### src/rtl/spike_encoder_pkg.sv
// Shared types and constants for the spike encoder.
//   state_t            - encoder FSM states
//   LFSR_W             - width of the pseudo-random source
//   LFSR_TAPS          - Galois tap mask for x^32 + x^22 + x^2 + x + 1
//   LFSR_SEED_DEFAULT  - non-zero reset value of the LFSR
//   lfsr_next()        - one right-shifting Galois step
package spike_encoder_pkg;

    typedef enum logic [1:0] {
        ST_IDLE = 2'd0,
        ST_LOAD = 2'd1,
        ST_RUN  = 2'd2,
        ST_DONE = 2'd3
    } state_t;

    localparam int                LFSR_W            = 32;
    localparam logic [LFSR_W-1:0] LFSR_TAPS         = 32'h8020_0003;
    localparam logic [LFSR_W-1:0] LFSR_SEED_DEFAULT = 32'hACE1_2468;

    // Bit 0 shifts out and, when set, folds back into the tap positions.
    function automatic logic [LFSR_W-1:0] lfsr_next(input logic [LFSR_W-1:0] s);
        return s[0] ? ((s >> 1) ^ LFSR_TAPS) : (s >> 1);
    endfunction

endpackage

### src/rtl/spike_encoder_if.sv
// Handshake bundle between upstream pixel source, spike encoder and network.
//   pix_valid/pix_data/pix_ready   - intensity vector handshake
//   net_ready/start                - network launch handshake
//   sample/sample_ready/in_spikes  - per-step spike transfer
//   done                           - end-of-sample pulse
// master: upstream + network side; slave: the encoder.
interface spike_encoder_if #(
    parameter int N_INPUTS = 4,
    parameter int PIXEL_W  = 8
);
    logic                         pix_valid;
    logic [N_INPUTS*PIXEL_W-1:0]  pix_data;
    logic                         pix_ready;
    logic                         net_ready;
    logic                         start;
    logic                         sample;
    logic                         sample_ready;
    logic [N_INPUTS-1:0]          in_spikes;
    logic                         done;

    modport master (
        output pix_valid, pix_data, net_ready, sample,
        input  pix_ready, start, sample_ready, in_spikes, done
    );

    modport slave (
        input  pix_valid, pix_data, net_ready, sample,
        output pix_ready, start, sample_ready, in_spikes, done
    );
endinterface

### src/rtl/spike_lfsr.sv
// 32-bit Galois LFSR used as the random source for rate coding.
//   clk        - clock
//   load_seed  - synchronous load of SEED (takes priority over en)
//   en         - advance one step
//   state      - current LFSR contents
module spike_lfsr
    import spike_encoder_pkg::*;
#(
    parameter logic [LFSR_W-1:0] SEED = LFSR_SEED_DEFAULT
) (
    input  logic              clk,
    input  logic              load_seed,
    input  logic              en,
    output logic [LFSR_W-1:0] state
);

    always_ff @(posedge clk) begin
        if (load_seed) begin
            state <= SEED;
        end else if (en) begin
            state <= lfsr_next(state);
        end
    end

endmodule

### src/rtl/spike_encoder.sv
// Rate-coding spike encoder: latches an intensity vector, launches the
// network and presents N_CYCLES steps of spikes, one per consumed sample.
// Ports:
//   clk    - clock, rising edge
//   rst_n  - synchronous active-low reset
//   bus    - spike_encoder_if.slave (pixel, launch and spike handshakes)
// Build option: SPIKE_ENCODER_DETERMINISTIC_EN replaces the LFSR with a
// per-channel phase accumulator (spike on carry-out).
//
// state   | meaning
// --------+-----------------------------------------------------------
// ST_IDLE | pix_ready high, waiting for a vector
// ST_LOAD | vector latched, waiting for net_ready to pulse start
// ST_RUN  | presenting steps; first cycle generates step 1
// ST_DONE | done pulse, spikes cleared, returns to idle
module spike_encoder
    import spike_encoder_pkg::*;
#(
    parameter int                N_INPUTS            = 4,
    parameter int                PIXEL_W             = 8,
    parameter int                N_CYCLES            = 10,
    parameter int                CYCLES_CNT_BITWIDTH = 5,
    parameter logic [LFSR_W-1:0] LFSR_SEED           = LFSR_SEED_DEFAULT
) (
    input  logic           clk,
    input  logic           rst_n,
    spike_encoder_if.slave bus
);

    localparam int DATA_W = N_INPUTS * PIXEL_W;
    localparam logic [CYCLES_CNT_BITWIDTH-1:0] LAST_STEP = CYCLES_CNT_BITWIDTH'(N_CYCLES);

    state_t                         state_q, state_d;
    logic                           pix_ready_q, pix_ready_d;
    logic                           start_q, start_d;
    logic                           sample_ready_q, sample_ready_d;
    logic [N_INPUTS-1:0]            in_spikes_q, in_spikes_d;
    logic                           done_q, done_d;
    logic [CYCLES_CNT_BITWIDTH-1:0] step_cnt_q, step_cnt_d;
    logic [DATA_W-1:0]              pix_q;
    logic                           accept;
    logic                           gen_step;
    logic [N_INPUTS-1:0]            spike_gen;

`ifdef SPIKE_ENCODER_DETERMINISTIC_EN
    for (genvar i = 0; i < N_INPUTS; i++) begin : g_acc
        logic [PIXEL_W-1:0] pix_i;
        logic [PIXEL_W-1:0] acc_q;
        logic [PIXEL_W:0]   sum;

        assign pix_i        = pix_q[i*PIXEL_W +: PIXEL_W];
        assign sum          = {1'b0, acc_q} + {1'b0, pix_i};
        assign spike_gen[i] = sum[PIXEL_W] || (pix_i == '1);

        always_ff @(posedge clk) begin
            if (!rst_n || accept) begin
                acc_q <= '0;
            end else if (gen_step) begin
                acc_q <= sum[PIXEL_W-1:0];
            end
        end
    end
`else
    logic [LFSR_W-1:0] lfsr_state;

    // Reset reloads the seed; between samples the sequence just continues.
    spike_lfsr #(
        .SEED (LFSR_SEED)
    ) u_lfsr (
        .clk       (clk),
        .load_seed (!rst_n),
        .en        (gen_step),
        .state     (lfsr_state)
    );

    for (genvar i = 0; i < N_INPUTS; i++) begin : g_cmp
        logic [PIXEL_W-1:0] pix_i;
        logic [PIXEL_W-1:0] rnd_i;

        assign pix_i        = pix_q[i*PIXEL_W +: PIXEL_W];
        assign rnd_i        = lfsr_state[i*PIXEL_W +: PIXEL_W];
        assign spike_gen[i] = (rnd_i < pix_i) || (pix_i == '1);
    end
`endif

    always_comb begin
        state_d        = state_q;
        pix_ready_d    = 1'b0;
        start_d        = 1'b0;
        sample_ready_d = 1'b0;
        in_spikes_d    = '0;
        done_d         = 1'b0;
        step_cnt_d     = step_cnt_q;
        accept         = 1'b0;
        gen_step       = 1'b0;

        case (state_q)
            ST_IDLE: begin
                if (bus.pix_valid && pix_ready_q) begin
                    accept     = 1'b1;
                    step_cnt_d = '0;
                    state_d    = ST_LOAD;
                end else begin
                    pix_ready_d = 1'b1;
                end
            end
            ST_LOAD: begin
                if (bus.net_ready) begin
                    start_d = 1'b1;
                    state_d = ST_RUN;
                end
            end
            ST_RUN: begin
                sample_ready_d = 1'b1;
                in_spikes_d    = in_spikes_q;
                // Nothing presented yet (start cycle) or a step was consumed.
                if (!sample_ready_q || bus.sample) begin
                    if (sample_ready_q && (step_cnt_q == LAST_STEP)) begin
                        sample_ready_d = 1'b0;
                        in_spikes_d    = '0;
                        done_d         = 1'b1;
                        state_d        = ST_DONE;
                    end else begin
                        gen_step    = 1'b1;
                        in_spikes_d = spike_gen;
                        step_cnt_d  = step_cnt_q + CYCLES_CNT_BITWIDTH'(1);
                    end
                end
            end
            ST_DONE: begin
                pix_ready_d = 1'b1;
                state_d     = ST_IDLE;
            end
            default: begin
                state_d = ST_IDLE;
            end
        endcase
    end

    always_ff @(posedge clk) begin
        if (!rst_n) begin
            state_q        <= ST_IDLE;
            pix_ready_q    <= 1'b0;
            start_q        <= 1'b0;
            sample_ready_q <= 1'b0;
            in_spikes_q    <= '0;
            done_q         <= 1'b0;
            step_cnt_q     <= '0;
            pix_q          <= '0;
        end else begin
            state_q        <= state_d;
            pix_ready_q    <= pix_ready_d;
            start_q        <= start_d;
            sample_ready_q <= sample_ready_d;
            in_spikes_q    <= in_spikes_d;
            done_q         <= done_d;
            step_cnt_q     <= step_cnt_d;
            if (accept) begin
                pix_q <= bus.pix_data;
            end
        end
    end

    assign bus.pix_ready    = pix_ready_q;
    assign bus.start        = start_q;
    assign bus.sample_ready = sample_ready_q;
    assign bus.in_spikes    = in_spikes_q;
    assign bus.done         = done_q;

endmodule

### src/flat_wrapper.sv
// flat-port wrapper written by rule: the top's interface ports become plain ports
module spike_encoder_flat import spike_encoder_pkg::*;
#(
    parameter int                N_INPUTS            = 4,
    parameter int                PIXEL_W             = 8,
    parameter int                N_CYCLES            = 10,
    parameter int                CYCLES_CNT_BITWIDTH = 5,
    parameter logic [LFSR_W-1:0] LFSR_SEED           = LFSR_SEED_DEFAULT
)
  (clk, rst_n, bus_pix_valid, bus_pix_data, bus_net_ready, bus_sample, bus_pix_ready, bus_start, bus_sample_ready, bus_in_spikes, bus_done);
  spike_encoder_if #(.N_INPUTS(N_INPUTS), .PIXEL_W(PIXEL_W)) bus_i ();
  input  logic clk;
  input  logic rst_n;
  input wire logic [$bits(bus_i.pix_valid)-1:0] bus_pix_valid;
  input wire logic [$bits(bus_i.pix_data)-1:0] bus_pix_data;
  input wire logic [$bits(bus_i.net_ready)-1:0] bus_net_ready;
  input wire logic [$bits(bus_i.sample)-1:0] bus_sample;
  output wire logic [$bits(bus_i.pix_ready)-1:0] bus_pix_ready;
  output wire logic [$bits(bus_i.start)-1:0] bus_start;
  output wire logic [$bits(bus_i.sample_ready)-1:0] bus_sample_ready;
  output wire logic [$bits(bus_i.in_spikes)-1:0] bus_in_spikes;
  output wire logic [$bits(bus_i.done)-1:0] bus_done;
  assign bus_i.pix_valid = bus_pix_valid;
  assign bus_i.pix_data = bus_pix_data;
  assign bus_i.net_ready = bus_net_ready;
  assign bus_i.sample = bus_sample;
  assign bus_pix_ready = bus_i.pix_ready;
  assign bus_start = bus_i.start;
  assign bus_sample_ready = bus_i.sample_ready;
  assign bus_in_spikes = bus_i.in_spikes;
  assign bus_done = bus_i.done;
  spike_encoder #(.N_INPUTS(N_INPUTS), .PIXEL_W(PIXEL_W), .N_CYCLES(N_CYCLES), .CYCLES_CNT_BITWIDTH(CYCLES_CNT_BITWIDTH), .LFSR_SEED(LFSR_SEED)) u_core (.clk(clk), .rst_n(rst_n), .bus(bus_i));
endmodule
### config.mk
export PLATFORM = sky130hd
export DESIGN_NAME = spike_encoder_flat
export DESIGN_NICKNAME = d
export VERILOG_FILES = /design/src/rtl/spike_encoder_pkg.sv /design/src/rtl/spike_encoder_if.sv /design/src/rtl/spike_lfsr.sv /design/src/rtl/spike_encoder.sv /design/src/flat_wrapper.sv
export SDC_FILE = /design/constraint.sdc
export NUM_CORES = 1
export LEC_CHECK = 0
export BUFFER_PORTS_ARGS = -buffer_cell sky130_fd_sc_hd__buf_4
export CAP_MARGIN = 10
export CORE_UTILIZATION = 40
export CTS_CLUSTER_SIZE = 10
export DETAILED_ROUTE_END_ITERATION = 12
export GPL_TIMING_DRIVEN = 0
export HOLD_SLACK_MARGIN = 0.06
export PLACE_DENSITY = 0.57
export SYNTH_ARGS = -nofsm -noshare
export SYNTH_HDL_FRONTEND = slang
export SYNTH_SLANG_ARGS = --single-unit
### constraint.sdc
create_clock -name clk -period 1.4 [get_ports clk]
set_input_delay 0.42 -clock clk [delete_from_list [all_inputs] [get_ports clk]]
set_output_delay 0.42 -clock clk [all_outputs]
set_load 0.05 [all_outputs]
==> results of run 1 <==
final cells by class:
class	instances	share of cell area, %
Buffer	21	2.75
Clock inverter	6	1.10
Inverter	34	2.33
Clock buffer	9	2.18
Sequential cell	79	28.8
Tap cell	133	2.93
Multi-Input combinational cell	337	47.5
Timing Repair Buffer	83	12.4
per-stage QoR:
stage          cell area [sq um]  total power [W]
2_1_floorplan               4050          0.00475
3_3_place_gp                4540          0.00534
3_5_place_dp                4540          0.00544
4_1_cts                     5210          0.00761
5_1_grt                     5680          0.00881
6_report                    5680          0.00826
where the power goes:
part	switching, W	leakage [nW]	internal, W	total (W)
Sequential	0.000395	0.655	0.00267	0.00307
Clock	0.000869	0.0871	0.000807	0.00168
Combinational	0.00179	1.38	0.00172	0.00351
Total	0.00306	2.12	0.00520	0.00826
repair_timing:
item | CTS | global route
setup endpoints to repair | 77 | 73
resized for setup | 74 | 88
buffers inserted | 28 | 9
gates cloned | 0 | 3
pin swaps | 23 | 17
how the worst min path moves through the flow:
stage | from | end
floorplan | u_core.u_lfsr.state[16]$_SDFFE_PN1P_ | u_core.u_lfsr.state[15]$_SDFFE_PN0P_
global placement | u_core.step_cnt_q[0]$_SDFFE_PN0P_ | u_core.step_cnt_q[0]$_SDFFE_PN0P_
detailed placement | u_core.state_q[0]$_SDFFE_PN0P_ | u_core.state_q[0]$_SDFFE_PN0P_
CTS | bus_pix_data[10] | u_core.pix_q[10]$_SDFFE_PN0P_
global route | bus_pix_data[18] | u_core.pix_q[18]$_SDFFE_PN0P_
finish | bus_pix_data[11] | u_core.pix_q[11]$_SDFFE_PN0P_
layer usage:
layer | vias up | part of all wire (%) | GRT usage (%) | wire length [um]
met5 | - | 0 | 0 | 0
met4 | 0 | 2.6 | 9.78 | 277
met3 | 20 | 3.2 | 3.35 | 348
met2 | 59 | 49 | 36.1 | 5240
met1 | 1683 | 45 | 25.5 | 4850
li1 | 1813 | - | - | -
critical path, stage by stage (launching register included):
cell and delay [ps]:
dfxtp_2 330, inv_2 70, ha_4 150, and4bb_4 300, nand3_4 100, a221oi_4 280
mux2i_1 220
synthesized netlist by cell type (3+ instances only):
| cell type | number |
|---|---|
| a211o_1 | 4 |
| a21boi_0 | 34 |
| a21oi_1 | 10 |
| a22oi_1 | 4 |
| a31oi_1 | 6 |
| buf_2 | 7 |
| clkbuf_1 | 13 |
| dfxtp_1 | 79 |
| ha_1 | 35 |
| inv_1 | 33 |
| mux2i_1 | 19 |
| nand2_1 | 107 |
| nand2b_1 | 4 |
| nand3_1 | 29 |
| nand4_1 | 12 |
| nor2_1 | 13 |
| o21ai_0 | 20 |
| o21ai_1 | 3 |
| o221ai_1 | 4 |
| or3_1 | 5 |
registers in the layout (all words and copies together) (netlist names):
name	cells
u_core.pix_q	32
u_core.u_lfsr.state	32
u_core.bus.start	1
u_core.state_q	2
u_core.bus.pix_ready	1
u_core.step_cnt_q	5
u_core.bus.done	1
u_core.bus.sample_ready	1
u_core.bus.in_spikes	4
kinds of logic after synthesis:
family	count (synthesis)	synth area share, %
simple gates	187	21.7
flops	79	39.6
mux	19	4.76
compound gates	94	16.6
xor+xnor	2	0.438
fa+ha+maj	35	11.0
buf+inv	58	6.04
==> flow_results.org, run 1 <==
** Synthesis
- Synthesis produced a netlist with a net count of 546.
- The largest total area in the synthesized netlist belongs to dfxtp_1.
- Counting flops and latches in the post-synthesis netlist gives 79.
- Summed over its instances, the top area cell type makes up 39.6% of the synthesized netlist area.
- In the synthesized netlist the async set-or-reset flop fraction comes to 0%.
- Sequential area share after synthesis :: 39.6%
- Avg Cell Area, Syn :: 8.43 sq um
- EDFF count, synth :: 0
- Yosys warnings :: 0
- Number of distinct library cells after synthesis :: 47
- Synth Flop Type :: dfxtp_1
- Cells after Synth :: 474
- The synthesized netlist occupies a cell area of 0.00400 sq mm.
- By area the synthesized netlist is led by dfxtp_1 (40%), ha_1 (11%), nand2_1 (10%).

** Clocking
- Max Buffers Root-to-Sink :: 2
- Clk Latency, worst-skew pair :: 360 ps
- Clock-pin slew reported for the worst setup and hold paths after clock tree synthesis :: 90 ps
- The tree is rooted in a clkbuf_8.
- Count of H-tree levels built during CTS :: 3
- Buffers inserted to repair hold after CTS numbered 0.
- TritonCTS built the clock tree.
- Buffers inserted during clock tree synthesis total 9.
- Clock tree synthesis found a total of 79 sinks.

** Final layout
- For this run, the number of standard cells in the final layout without fillers is 702.
- Compared with the post-synthesis result, the final layout area differs by 42.1%.
- Most common library cell in the layout ignoring fill and taps :: nand2_1
- Fin util :: 58.4%
- The net count of the finished layout is 637.
- Seq. cell area :: 0.00164 sq mm
- In the final layout, the share of cells above drive strength 1 is 39.2%.
- Number of inserted filler cells in the final layout :: 894
- Most frequent cells in the layout :: nand2_1 (103), buf_4 (75), dfxtp_1 (47), dfxtp_2 (26), inv_1 (23)
- Antenna diodes :: 0
- Area of the multi-input gates :: 0.00270 sq mm

** STA
- Share of the clock period used by the worst path after layout :: 110%
- Across all setup checks in the final design, the least slack found is -138 ps.
- Rel. slew slack :: 58.7%
- Setup total negative slack on the finished layout was measured at -3030 ps.
- Final Hold Slack :: 300 ps
- Setup repair after global routing missed its margin :: yes
- The final-report max-slew violation count is 0.
- Setup violations, final :: 39
- Maximum clock frequency :: 650 MHz
- Across the routed clock network, the largest skew measured is 13.7 ps.
- Worst-Margin Slew :: 619 ps
- Final hold violation count :: 0
- Subtracting the final worst setup slack from the clock period gives 1540 ps.

** Global routing
- In the global route stage, overall resource usage came out at 20.9%.
- Number of antenna violations at the first check in global routing :: 0
- Entering global routing, the biggest net connects 14 pins.
- First-pass GRT wire length :: 16,600 um
- Global routing finished with a remaining overflow of 0.
- The via count of the first global-routing pass came to 3,451.

** Placed design
- Pre-CTS worst setup slack :: -710 ps
- Final estimated routing congestion in global placement :: 0.791
- Number of input and output port buffers inserted :: 43
- Total half-perimeter wirelength after legalization and detailed placement :: 6890 um
- Once placement completed, the tool counted placed cells totaling 650.

** Power and ir drop
- For this design the ratio of total power to cell area is 1450 mW/mm^2.
- The worst-case IR drop observed on VDD is 0.557 mV.
- Leak :: 2.12 nW

** Route
- The count of nets left with antenna violations once routing finished came out at 0.
- Drt wl/cell :: 15.3 um
- Average vias per placed instance :: 5.09
- Routed vias :: 3,575
- Summed over all layers, the routed wires come to 10,700 um.
- For this run, the detailed router's first-pass iteration total came to 4.
- DRC :: 0
- Initial DRC count :: 101

** Die
- Starting density of the core :: 41.1%
- The core region is 0.00973 sq mm.
- Placement row count :: 36
- Measured along the x axis, the die boundary spans 102 um.
- Top-Level Pins :: 45
- The floorplan step defined a die boundary enclosing 0.0104 sq mm.
- The die is 102 um tall.

** Critical path
- Type of destination of the critical path :: flip-flop
- Worst setup path startpoint :: u_core.step_cnt_q[0]$_SDFFE_PN0P_
- STA classifies the critical path startpoint as a flip-flop.
- Of all nets on the critical path, the largest fanout is 3.
- Worst Path Arrival :: 1810 ps
- STA puts the critical path data required time at 1670 ps.
- R2R cell count :: 6
- The setup check on the worst reg-to-reg path leaves a slack of -140 ps.
- Capturing point of the worst reg2reg path :: u_core.state_q[1]$_SDFFE_PN0P_
- Critical path type :: flip-flop to flip-flop
- FF-to-FF Start :: u_core.step_cnt_q[0]$_SDFFE_PN0P_
- Endpoint of the worst setup timing path :: u_core.state_q[1]$_SDFFE_PN0P_

** Run status
- Violations in the final reports :: negative setup slack
- Outcome :: finished with violations

** Min path
- Min-delay worst type :: input pin to flip-flop
- The worst hold path passes through 3 cells.

** Flow run
- Max-cap violations in this run came to 0.
Power figures use the tool's default switching activity.
==> run 2: changes to the inputs <==
SETUP_SLACK_MARGIN = 0.3   (was default)
==> run 2 against run 1 <==
  * The run still ends with negative setup slack left
  * First-iteration DRC count grew 50%
  * Critical path depth grew 2
  * Die area is the same
  * Cell area grew 5.8%
  * Via count grew 1.5%
  * Count of clock-buffer cells in the layout grew 2
  * Power grew 6.9%
  * Core utilization grew 3.4 points
==> flow_results.org, run 2 (same netlist as run 1, synthesis figures left out) <==
** Die
- Placement row count :: 36
- From bottom edge to top edge, the die measures 102 um.
- For this design the top-level I/O count stands at 45.
- Starting density of the core :: 41.1%
- Die outline area :: 0.0104 sq mm
- The region available for standard cell placement spans 0.00973 sq mm.
- X dimension of the die :: 102 um

** STA
- Rel. slew slack :: 58.5%
- Across the routed clock network, the largest skew measured is 11.5 ps.
- Final hold violation count :: 0
- Final worst-path setup slack :: -165 ps
- The final critical path takes up 112% of the cycle.
- Slew Limit Fails :: 0
- Setup violations remaining at the end of the flow were counted as 55.
- Worst-Margin Slew :: 623 ps
- Based on the critical path, the design can be clocked at up to 639 MHz.
- Setup repair after global routing missed its margin :: yes
- Hold timing on the final database bottoms out at a slack of 299 ps.
- The smallest clock period supported by the final layout is computed as 1560 ps.

** Final layout
- Number of inserted filler cells in the final layout :: 849
- 0 antenna diodes ended up in the layout.
- Relative to the synthesized area, the layout overhead comes to 50.4%.
- The count of cells in the finished layout, fillers not included, comes to 701.
- Most common library cell in the layout ignoring fill and taps :: nand2_1
- Most frequent cells in the layout :: nand2_1 (76), buf_4 (55), dfxtp_1 (44), dfxtp_2 (30)
- Number of nets in the layout :: 635
- The post-route netlist has 47.4% of its cells at a drive strength greater than 1.
- Fin area :: 0.00601 sq mm
- Largest registers ranked by flip-flop count :: u_core.pix_q x32, u_core.u_lfsr.state x32, u_core.step_cnt_q x5

** Route
- The first routing iteration left 152 violations.
- Dividing the detail-routed wire length by the instance count gives 16.0 um.
- In the routed design, unresolved DRC markers number 0.
- Post-route ant nets :: 0
- Average vias per placed instance :: 5.18
- Total length of routed wires :: 11,200 um
- Routed vias :: 3,629
- The first TritonRoute pass finished after 4 iterations.

** Critical path
- Reg-to-reg slack, setup :: -160 ps
- The critical path is of the flip-flop to flip-flop type.
- In this run the critical register-to-register path is captured at u_core.bus.in_spikes[0]$_SDFFE_PN0N_.
- Critical-path top delay cell :: dfxtp_2
- R2R cell count :: 8
- Cell chain of the critical path :: inv_2, ha_4, and4bb_4, buf_4, buf_6, o22ai_4, a22oi_1, o21ai_1
- Endpoint of the worst setup timing path :: u_core.bus.in_spikes[0]$_SDFFE_PN0N_
- The critical path starts at u_core.step_cnt_q[0]$_SDFFE_PN0P_.
- Together, buffers and inverters on the worst path number 3.
- STA classifies the critical path startpoint as a flip-flop.
- In this design, the stage delay of the slowest critical-path cell is 340 ps.
- In this run the worst path has a maximum fanout of 4.
- Grouping stages by cell kind, the critical path spends the most delay in compound AO/OA/AOI/OAI gates.
- FF-to-FF Start :: u_core.step_cnt_q[0]$_SDFFE_PN0P_
- Data required time of the worst path :: 1670 ps
- Type of destination of the critical path :: flip-flop
- Cell depth of the worst setup path :: 8
- Data arrives at the worst endpoint at 1840 ps.

** Clocking
- The clock passes through at most 2 buffers.
- Clock-pin slew reported for the worst setup and hold paths after clock tree synthesis :: 90 ps
- Clk Latency, worst-skew pair :: 350 ps
- TritonCTS clock tree :: done
- Clk Tree Root Cell :: clkbuf_8
- Clk sink count :: 79
- Number of clock buffers inserted by TritonCTS :: 9
- In this run the number of H-tree levels came out at 3.

** Global routing
- Number of global-route vias before repair :: 3,426
- Final global-route overflow total :: 0
- First-pass GRT wire length :: 17,300 um
- Global routing used 21.9% of the available tracks across all layers.
- Number of antenna violations at the first check in global routing :: 0
- Maximum number of pins on one net before global-route repair :: 14

** Power and ir drop
- Pwr dens :: 1470 mW/mm^2
- The analysis attributes to cell leakage a power of 2.29 nW.
- VDD sags by at most 0.551 mV.

** Placed design
- Cell total after placement :: 650
- Prior to clock tree synthesis, the placed netlist has a worst setup slack of -295 ps.
- Input and output buffers added on the ports amount to 43.
- Final estimated routing congestion in global placement :: 0.788
- Post-Place Cell Area :: 0.00463 sq mm
- The HPWL after detailed placement is 7160 um.

** Min path
- In this run the most critical hold path is launched from bus_pix_data[21].
- The path class of the tightest hold or removal check is input pin to flip-flop.

** Run status
- The checks that failed: negative setup slack.
- Outcome :: finished with violations

** Flow run
- Count of max-cap constraint violations :: 0
run 2: changes by cell type in the layout (fill, tap and decap cells not counted), sizes merged:
cell,previous run,this run
buf,92,89
clkbuf,21,24
clkinvlp,3,2
run 2: cell type report:
| type | count | area [sq um] | share of cell area (%) |
|---|---|---|---|
| well taps | 133 | 166 | 2.77 |
| multi-input cells | 337 | 2860 | 47.6 |
| flip-flops and latches | 79 | 1640 | 27.2 |
| inverters | 34 | 133 | 2.21 |
| clock inverters | 5 | 58.8 | 0.978 |
| plain buffers | 24 | 218 | 3.62 |
| repair buffers | 78 | 806 | 13.4 |
| clock buffers | 11 | 131 | 2.19 |
run 2: stage by stage:
stage / setup TNS, ps / util (%) / total power, W
2_1_floorplan: -235 / - / 0.00495
3_3_place_gp: -6010 / 47.6 / 0.00556
3_5_place_dp: -7090 / 47.6 / 0.00565
4_1_cts: -2600 / 56.1 / 0.00816
5_1_grt: -7470 / 61.8 / 0.00938
6_report: -3980 / 61.8 / 0.00883
run 2: how the worst min path moves through the flow:
stage / slack, ps / end / depth (start not counted)
finish: 300 / u_core.pix_q[21]$_SDFFE_PN0P_ / 3
global route: 300 / u_core.pix_q[23]$_SDFFE_PN0P_ / 3
global placement: 450 / u_core.pix_q[3]$_SDFFE_PN0P_ / 2
floorplan: 440 / u_core.pix_q[11]$_SDFFE_PN0P_ / 2
detailed placement: 450 / u_core.pix_q[11]$_SDFFE_PN0P_ / 2
CTS: 290 / u_core.pix_q[21]$_SDFFE_PN0P_ / 3
run 2: per-layer routing:
metal,vias up,track usage [%],wire (um)
met2,58,36.2,5520
li1,1816,-,-
met5,-,0,0
met3,16,2.67,313
met1,1739,29.7,5220
met4,0,7.25,185
run 2: worst min-delay path, stage by stage:
cell and delay [ps]:
buf_4 110, nand2_2 50, a21boi_1 40
run 2: repair_timing:
item / in CTS / in global routing
endpoints found under the setup margin: 85 / 86
gates resized for setup: 95 / 110
buffers inserted: 22 / 7
hold buffers: 0 / 0
gates cloned: 6 / 0
pin swaps: 13 / 35
run 2: report_power, final:
group,total [W],internal (W),leakage (nW),switching [W]
registers,0.00307,0.00267,0.657,0.000403
logic,0.00406,0.00204,1.55,0.00202
clock network,0.00170,0.000826,0.0895,0.000869
